**src/rtl/hand_bank.sv**
```systemverilog
// Card-hand register bank: NUM_HANDS hands of up to MAX_CARDS cards, each with a
// running baccarat score (mod 10) and a card count. Also provides a combinational card read port.
module hand_bank #(
  parameter  int NUM_HANDS = 2,
  parameter  int MAX_CARDS = 3,
  localparam int HW        = (NUM_HANDS > 1) ? $clog2(NUM_HANDS) : 1,
  localparam int CW        = $clog2(MAX_CARDS + 1)
) (
  input  logic                    slow_clock,
  input  logic                    resetb,
  input  logic [3:0]              new_card,
  input  logic                    deal_valid,
  input  logic [HW-1:0]           deal_hand,
  output logic                    deal_ready,
  output logic                    deal_err,
  input  logic                    clear_req,
  input  logic [HW-1:0]           rd_hand,
  input  logic [CW-1:0]           rd_slot,
  output logic [3:0]              rd_card,
  output logic [4*NUM_HANDS-1:0]  score_flat,
  output logic [CW*NUM_HANDS-1:0] count_flat,
  output logic [NUM_HANDS-1:0]    full_flat
);

  typedef enum logic {
    S_IDLE,
    S_CLEAR
  } state_t;

  state_t        r_state;
  state_t        w_state_nxt;
  logic [HW-1:0] r_clr_idx;
  logic [HW-1:0] w_clr_idx_nxt;
  logic          w_deal_ready;

  logic [3:0]    r_slot  [NUM_HANDS][MAX_CARDS];
  logic [CW-1:0] r_count [NUM_HANDS];
  logic [3:0]    r_score [NUM_HANDS];
  logic          r_deal_err;

  logic          w_tgt_valid;
  logic          w_tgt_full;
  logic [CW-1:0] w_tgt_count;
  logic [3:0]    w_tgt_score;
  logic [3:0]    w_val;
  logic [4:0]    w_sum;
  logic [3:0]    w_new_score;
  logic          w_accept;
  logic          w_reject;
  logic          w_do_write;
  logic [3:0]    w_rd_card;

  // ---------------------------------------------------------------- FSM
  always_ff @(posedge slow_clock or negedge resetb) begin
    if (!resetb) begin
      r_state   <= S_IDLE;
      r_clr_idx <= '0;
    end else begin
      r_state   <= w_state_nxt;
      r_clr_idx <= w_clr_idx_nxt;
    end
  end

  always_comb begin
    w_state_nxt   = r_state;
    w_clr_idx_nxt = r_clr_idx;
    w_deal_ready  = 1'b0;
    case (r_state)
      S_IDLE: begin
        w_deal_ready = 1'b1;
        if (clear_req) begin
          w_state_nxt   = S_CLEAR;
          w_clr_idx_nxt = '0;
        end
      end
      S_CLEAR: begin
        if (r_clr_idx == HW'(NUM_HANDS - 1)) begin
          w_state_nxt = S_IDLE;
        end else begin
          w_clr_idx_nxt = r_clr_idx + 1'b1;
        end
      end
      default: w_state_nxt = S_IDLE;
    endcase
  end

  // ------------------------------------------------------- deal decode
  // The loop-based target lookup also rejects hand indices beyond NUM_HANDS-1.
  always_comb begin
    w_tgt_valid = 1'b0;
    w_tgt_full  = 1'b0;
    w_tgt_count = '0;
    w_tgt_score = '0;
    for (int unsigned h = 0; h < NUM_HANDS; h++) begin
      if (deal_hand == HW'(h)) begin
        w_tgt_valid = 1'b1;
        w_tgt_full  = (r_count[h] == CW'(MAX_CARDS));
        w_tgt_count = r_count[h];
        w_tgt_score = r_score[h];
      end
    end
  end

  always_comb begin
    w_accept    = (r_state == S_IDLE) && deal_valid && !clear_req;
    w_reject    = !w_tgt_valid || w_tgt_full || (new_card == 4'd0) || (new_card > 4'd13);
    w_do_write  = w_accept && !w_reject;
    w_val       = (new_card <= 4'd9) ? new_card : 4'd0;
    w_sum       = {1'b0, w_tgt_score} + {1'b0, w_val};
    w_new_score = (w_sum >= 5'd10) ? 4'(w_sum - 5'd10) : w_sum[3:0];
  end

  // ---------------------------------------------------------- datapath
  always_ff @(posedge slow_clock or negedge resetb) begin
    if (!resetb) begin
      r_deal_err <= 1'b0;
      for (int unsigned h = 0; h < NUM_HANDS; h++) begin
        r_count[h] <= '0;
        r_score[h] <= '0;
        for (int unsigned s = 0; s < MAX_CARDS; s++) begin
          r_slot[h][s] <= '0;
        end
      end
    end else begin
      r_deal_err <= w_accept && w_reject;
      for (int unsigned h = 0; h < NUM_HANDS; h++) begin
        if ((r_state == S_CLEAR) && (r_clr_idx == HW'(h))) begin
          r_count[h] <= '0;
          r_score[h] <= '0;
          for (int unsigned s = 0; s < MAX_CARDS; s++) begin
            r_slot[h][s] <= '0;
          end
        end else if (w_do_write && (deal_hand == HW'(h))) begin
          r_count[h] <= w_tgt_count + 1'b1;
          r_score[h] <= w_new_score;
          for (int unsigned s = 0; s < MAX_CARDS; s++) begin
            if (w_tgt_count == CW'(s)) begin
              r_slot[h][s] <= new_card;
            end
          end
        end
      end
    end
  end

  // ----------------------------------------------------------- outputs
  always_comb begin
    w_rd_card = '0;
    for (int unsigned h = 0; h < NUM_HANDS; h++) begin
      for (int unsigned s = 0; s < MAX_CARDS; s++) begin
        if ((rd_hand == HW'(h)) && (rd_slot == CW'(s))) begin
          w_rd_card = r_slot[h][s];
        end
      end
    end
  end

  always_comb begin
    score_flat = '0;
    count_flat = '0;
    full_flat  = '0;
    for (int unsigned h = 0; h < NUM_HANDS; h++) begin
      score_flat[4*h +: 4]   = r_score[h];
      count_flat[CW*h +: CW] = r_count[h];
      full_flat[h]           = (r_count[h] == CW'(MAX_CARDS));
    end
  end

  assign deal_ready = w_deal_ready;
  assign deal_err   = r_deal_err;
  assign rd_card    = w_rd_card;

endmodule

```
**config.mk**
```make
export PLATFORM = sky130hd
export DESIGN_NAME = hand_bank
export DESIGN_NICKNAME = d
export VERILOG_FILES = /design/src/rtl/hand_bank.sv
export SDC_FILE = /design/constraint.sdc
export NUM_CORES = 1
export LEC_CHECK = 0
export ABC_AREA = 0
export ABC_CLOCK_PERIOD_IN_PS = 2360
export CELL_PAD_IN_SITES_DETAIL_PLACEMENT = 1
export CELL_PAD_IN_SITES_GLOBAL_PLACEMENT = 2
export CORE_ASPECT_RATIO = 0.9
export CORE_MARGIN = 2
export CORE_UTILIZATION = 30
export CTS_CLUSTER_SIZE = 24
export DETAILED_ROUTE_END_ITERATION = 10
export PLACE_DENSITY = 0.72
export SYNTH_ARGS = -nofsm -noshare
export SYNTH_HDL_FRONTEND = slang
export SYNTH_SLANG_ARGS = --single-unit
```
**constraint.sdc**
```tcl
create_clock -name slow_clock -period 2.36 [get_ports slow_clock]
set_input_delay 0.236 -clock slow_clock [delete_from_list [all_inputs] [get_ports slow_clock]]
set_output_delay 0.236 -clock slow_clock [all_outputs]
set_load 0.05 [all_outputs]
```
# Word level (Yosys, flattened, before mapping)
# Index checks and enable logic that the tools add are counted.
op_classes:
  addsub: 4
  n_mul: 0
  n_div: 0
  magnitude_cmp: 3
  n_eq_ne: 7
  shifts: 0
  mux: 33
  bitwise_logic: 4
  reduce_logical: 35
op_table:
  columns: ["operator", "count"]
  rows:
  - ["4-bit two-way mux", 16]
  - ["12-bit two-way mux", 4]
  - ["2-bit nonzero test", 8]
  - ["1-bit logical AND", 14]
  - ["2-bit AND reduction", 6]
  - ["2-bit two-way mux", 5]
  - ["2-bit equality test, second input constant", 4]
  - ["1-bit two-way mux", 6]
  - ["4-bit by 4-bit adder with 5-bit output", 1]
  - ["5-bit by 4-bit >= comparator with 1-bit output, second input constant", 1]
  - ["2-bit by 1-bit equality test with 1-bit output, second input constant", 2]
  - ["4-bit greater-than comparator, second input constant", 1]
  - ["4-bit <= comparator, second input constant", 1]
  - ["2-bit logical NOT", 2]
  - ["4-bit logical NOT", 1]
  - ["1-bit NOT", 4]
  - ["1-bit case mux with 2 select lines", 2]
  - ["4-bit subtractor, second input constant", 1]
  - ["2-bit by 1-bit adder with 2-bit output, second input constant", 1]
  - ["1-bit logical NOT", 2]
  - ["1-bit logical OR", 2]
  - ["2-bit != test, second input constant", 1]
  - ["1-bit adder, second input constant", 1]
word_totals:
  register_bits: 39
  latch_bits: 0
  mem_bits_rw: 0
  mem_bits_ro: 0
  elab_cells: 99
  mem_count: 0

# Longest topological paths before layout
depth:
  ltp_word: 9
  mapped_depth: 12
  mapped_depth_nobuf: 11

# Least setup slack after synthesis
# Ideal clock, no wire load.
synth_timing:
  path_type: "input to register"
  start: "input deal_hand"
  end: "register r_score, in the netlist score_flat[6]"
  arrival_time_ns: 2.758
  path_slack_ns: -0.481
  path_stages: 11
  path_cell_list: "clkbuf_1 > mux2_2 > ha_1 > fa_1 > xor2_1 > inv_1 > ha_1 > o221ai_1 > a31oi_1 > mux2_2 > o21ai_0"
synth_between:
  elab_chain_cells: 7
  word_cells_on_any_way: 14
synth_rtl:
  columns: ["element", "line_no", "rtl"]
  rows:
  - ["start, declared", "13", "input logic [HW-1:0] deal_hand,"]
  - ["parallel branches: the longest is 7 deep, another holds 4-bit by 4-bit adder with 5-bit output", null, null]
  - ["end signal, assigned by index", "135", "r_score[h] <= w_new_score;"]
  - ["end, declared", "38", "logic [3:0] r_score [NUM_HANDS];"]
# Several ways; the timed one is not identified. The select of a mux whose other input is x is not followed.
# A chain may end at the register's enable or synchronous reset.

# Worst setup path in the final report
layout_timing:
  start: "register r_score, in the netlist score_flat[0]"
  end: "register r_score, in the netlist score_flat[2]"
layout_between:
  elab_chain_cells: 6
  word_cells_on_any_way: 7
layout_rtl:
  columns: ["element", "line_no", "rtl"]
  rows:
  - ["4-bit two-way mux (*)", "95", "if (deal_hand == HW'(h)) begin"]
  - ["4-bit by 4-bit adder with 5-bit output (*)", "109", "w_sum = {1'b0, w_tgt_score} + {1'b0, w_val};"]
  - ["4-bit subtractor or 5-bit by 4-bit >= comparator with 1-bit output (tied branches)", "110", "w_new_score = (w_sum >= 5'd10) ? 4'(w_sum - 5'd10) : w_sum[3:0];"]
  - ["4-bit two-way mux (*)", "110", null]
  - ["4-bit two-way mux (*)", "133", "end else if (w_do_write && (deal_hand == HW'(h))) begin"]
  - ["4-bit two-way mux (*)", "127", "if ((r_state == S_CLEAR) && (r_clr_idx == HW'(h))) begin"]
# Mark *: on every way between the ends. The rest lies on a longest branch, timed or not. The select of a mux whose other input is x is not followed.

==> impl_metrics.toml <==
[critical_path]
arrival_ps = 2670
critPathCaptureType = "flop"
worstSetupStartpoint = "score_flat[0]$_DFFE_PN0P_"
r2r_end = "score_flat[2]$_DFFE_PN0P_"
startpoint_type = "flop"
r2r-start = "score_flat[0]$_DFFE_PN0P_"
path_class = "flop to flop"
cp-endpoint = "score_flat[2]$_DFFE_PN0P_"
r2r_setup_slack_ps = -90
reg2reg_depth = 10
critical_path.max_fanout = 4
required_ps = 2580

[cts]
clkTransAtPathRegs_ps = 80
cts_tree = "done"
clock-root-buffer = "clkbuf_8"
clk_latency_ps = 300
cts_buffer_depth = 2
htree_levels = 2
numCtsBuffers = 5
clock_sinks = 39

[logic_synthesis]
yosysSeqAreaShare_pct = 42.67
synth_cell_types = 37
synthCells = 255
synth_area_um2 = 2287
synthDominantCellAreaShare_pct = 42.67
avgSynthCellArea_um2 = 8.969
yosysTopAreaCell = "dfrtp_1"
synth_nets = 276
ys_ff_latch = 39
synth.top_cells.by_area = "dfrtp_1 43%, nand3_1 8.1%, a21oi_1 7.4%"
yosysWarnings = 0

[die]
die_w_um = 96.04
placementRows = 30
fp.dieArea_um2 = 8340
initial_core_util_pct = 30.62
ioPinCount = 32
core_um2 = 7470
die_h_um = 86.84

[place]
gp_congestion = 0.7832
dp_hpwl_um = 5089
dpl_cell_area_um2 = 2978
pre_cts_ws_ps = -680.5
io_buffers = 31

[detailed_routing]
drcViolationCount = 0
vias = 2015
drt_iter0_markers = 65
wirelength_um = 6640
drt_first_pass_iters = 4
ant_nets = 0
wl_per_cell_um = 16.27
vias_per_cell = 4.939

[grt]
grt.overflow.total = 0
grtUsageTotal_pct = 17.26
grt_max_degree = 16
grt_pass1_vias = 2127
antenna_found_initial = 0
grt_pass1_wl_um = 10980

[pwr]
ir_worst_vdd_v = 0.0003814
combPwrFrac_pct = 54.0
switching_power_uw = 1347
p_leak_uw = 0.001349
power.internal_uw = 1731
p_seq_share_pct = 31.1
swShare_pct = 43.76
p_clk_share_pct = 14.9
power_uw = 3077
power_density_nw_per_um2 = 992.1

[timing]
slew_violations = 0
final.setup.worst_slack_ps = -87.49
period_share_pct = 103.7
skew_ps = 6.966
finalHoldViolCount = 0
rsz0062_at_grt = "yes"
fmax_mhz = 408.6
setup_tns_ps = -233.2
max_slew.worst_pin.slew_ps = 519.6
report.final.setup_viol = 4
period_needed_ps = 2447
slew-limit-headroom_pct = 65.25

[job]
maxCapViolCount = 0

[finish]
final_cell_mix = "37 x nand3_1, 37 x dfrtp_1, 33 x nand2_1"
postLayoutCellArea_um2 = 3102
fill_cells = 880
finalNetCount = 332
diodes = 0
syn2layout_area_growth_pct = 35.61
drive_gt1_share_pct = 22.76
post-route-util_pct = 41.52

[outcome]
status = "complete, but fails checks"
violations = "setup timing"

[hold_path]
hold_class = "input port to asynchronous set/reset pin"
==> Yosys cell counts <==
cell      count
a211o_1       1
a211oi_1      1
a21bo_2       1
a21o_1        2
a21oi_1      34
a22o_1        3
a22oi_1       3
a31oi_1       1
and2_1        3
and3_1        1
buf_2         7
buf_4         1
buf_6         2
clkbuf_1      6
clkbuf_2      1
dfrtp_1      39
fa_1          1
ha_1          8
inv_1        11
mux2_2        7
mux2i_1       8
nand2_1      33
nand2b_1      1
nand3_1      37
nand4_1       1
nor2_1        5
nor2b_1       6
nor3_1        4
nor3b_1       1
nor4_4        2
nor4b_4       1
o21ai_0      18
o221ai_1      1
or2b_1        1
or3b_4        1
xnor2_1       1
xor2_1        1
==> flip-flops by register name, indices dropped and copies added (netlist names) <==
register and count:
r_slot 24, r_clr_idx 1, score_flat 8, r_state 1
deal_err 1, count_flat 4
==> how the worst min path moves through the flow <==
| stage | cells past startpoint | to | slack (ps) |
|---|---|---|---|
| CTS | 2 | r_slot[13]$_DFFE_PN0P_ | 380 |
| floorplan | 0 | count_flat[0]$_DFFE_PN0P_ | -60 |
| global placement | 1 | r_slot[13]$_DFFE_PN0P_ | 170 |
| global route | 2 | r_slot[13]$_DFFE_PN0P_ | 410 |
| finish | 2 | r_slot[13]$_DFFE_PN0P_ | 390 |
| detailed placement | 1 | r_slot[13]$_DFFE_PN0P_ | 170 |
==> kinds of logic (layout without fill, tap and decap cells) <==
logic type | after synthesis | in the layout | synth area share, %
muxes | 15 | 15 | 6.948
and+or+nand+nor | 97 | 97 | 22.54
buffers and inverters | 28 | 85 | 5.853
adders and majority gates | 9 | 9 | 5.252
AOI/OAI and AO/OA | 65 | 65 | 15.97
DFF | 39 | 39 | 42.67
xor gates and xnor gates | 2 | 2 | 0.7660
==> per-stage QoR <==
step	instances	hold slack, ps
final	408	386.9
after CTS	407	379.2
after global placement	398	173.2
after floorplan	255	-59.59
after global routing	408	414.9
after detailed placement	398	173.8
==> layer usage <==
| layer | global-route usage, % | wire length (µm) | vias to the layer above |
|---|---|---|---|
| met4 | 4.675 | 89 | 0 |
| met2 | 26.52 | 3081 | 24 |
| li1 | - | - | 1006 |
| met3 | 2.870 | 123 | 7 |
| met5 | 0 | 0 | - |
| met1 | 25.04 | 3346 | 978 |
==> layout make-up <==
cell class	instances	area (µm²)	share of cell area (%)
clock buffers	6	72.57	2.340
clock inverters	2	12.51	0.4034
inverters	11	41.29	1.331
multi-input cells	188	1255	40.46
flip-flops and latches	39	978.4	31.55
well taps	96	120.1	3.873
repair buffers	66	621.8	20.05
==> critical path, cell delays in order, from the launching register on <==
cell	delay, ps
dfrtp_2	410
mux2_4	280
ha_4	170
fa_2	370
xor2_2	170
inv_2	90
ha_4	150
o221ai_2	90
a31oi_2	200
mux2_4	330
o21ai_1	110
==> repair_timing <==
item                                    CTS  global route
endpoints found under the hold margin    13             0
hold buffers                              1             0
endpoints found under the setup margin    6             6
buffers inserted                          0             1
pin swaps                                 3             0
gates resized for setup                  11             2
==> power groups by stage <==
| stage | clock network [µW] | logic [µW] | registers [µW] |
|---|---|---|---|
| after detailed placement | 0 | 1630 | 970 |
| after global routing | 501 | 1810 | 982 |
| final | 458 | 1660 | 956 |
| after CTS | 480 | 1660 | 957 |
| after floorplan | 0 | 763 | 1180 |
| after global placement | 0 | 1610 | 966 |
Note: power is estimated with default switching activity, not from simulation.
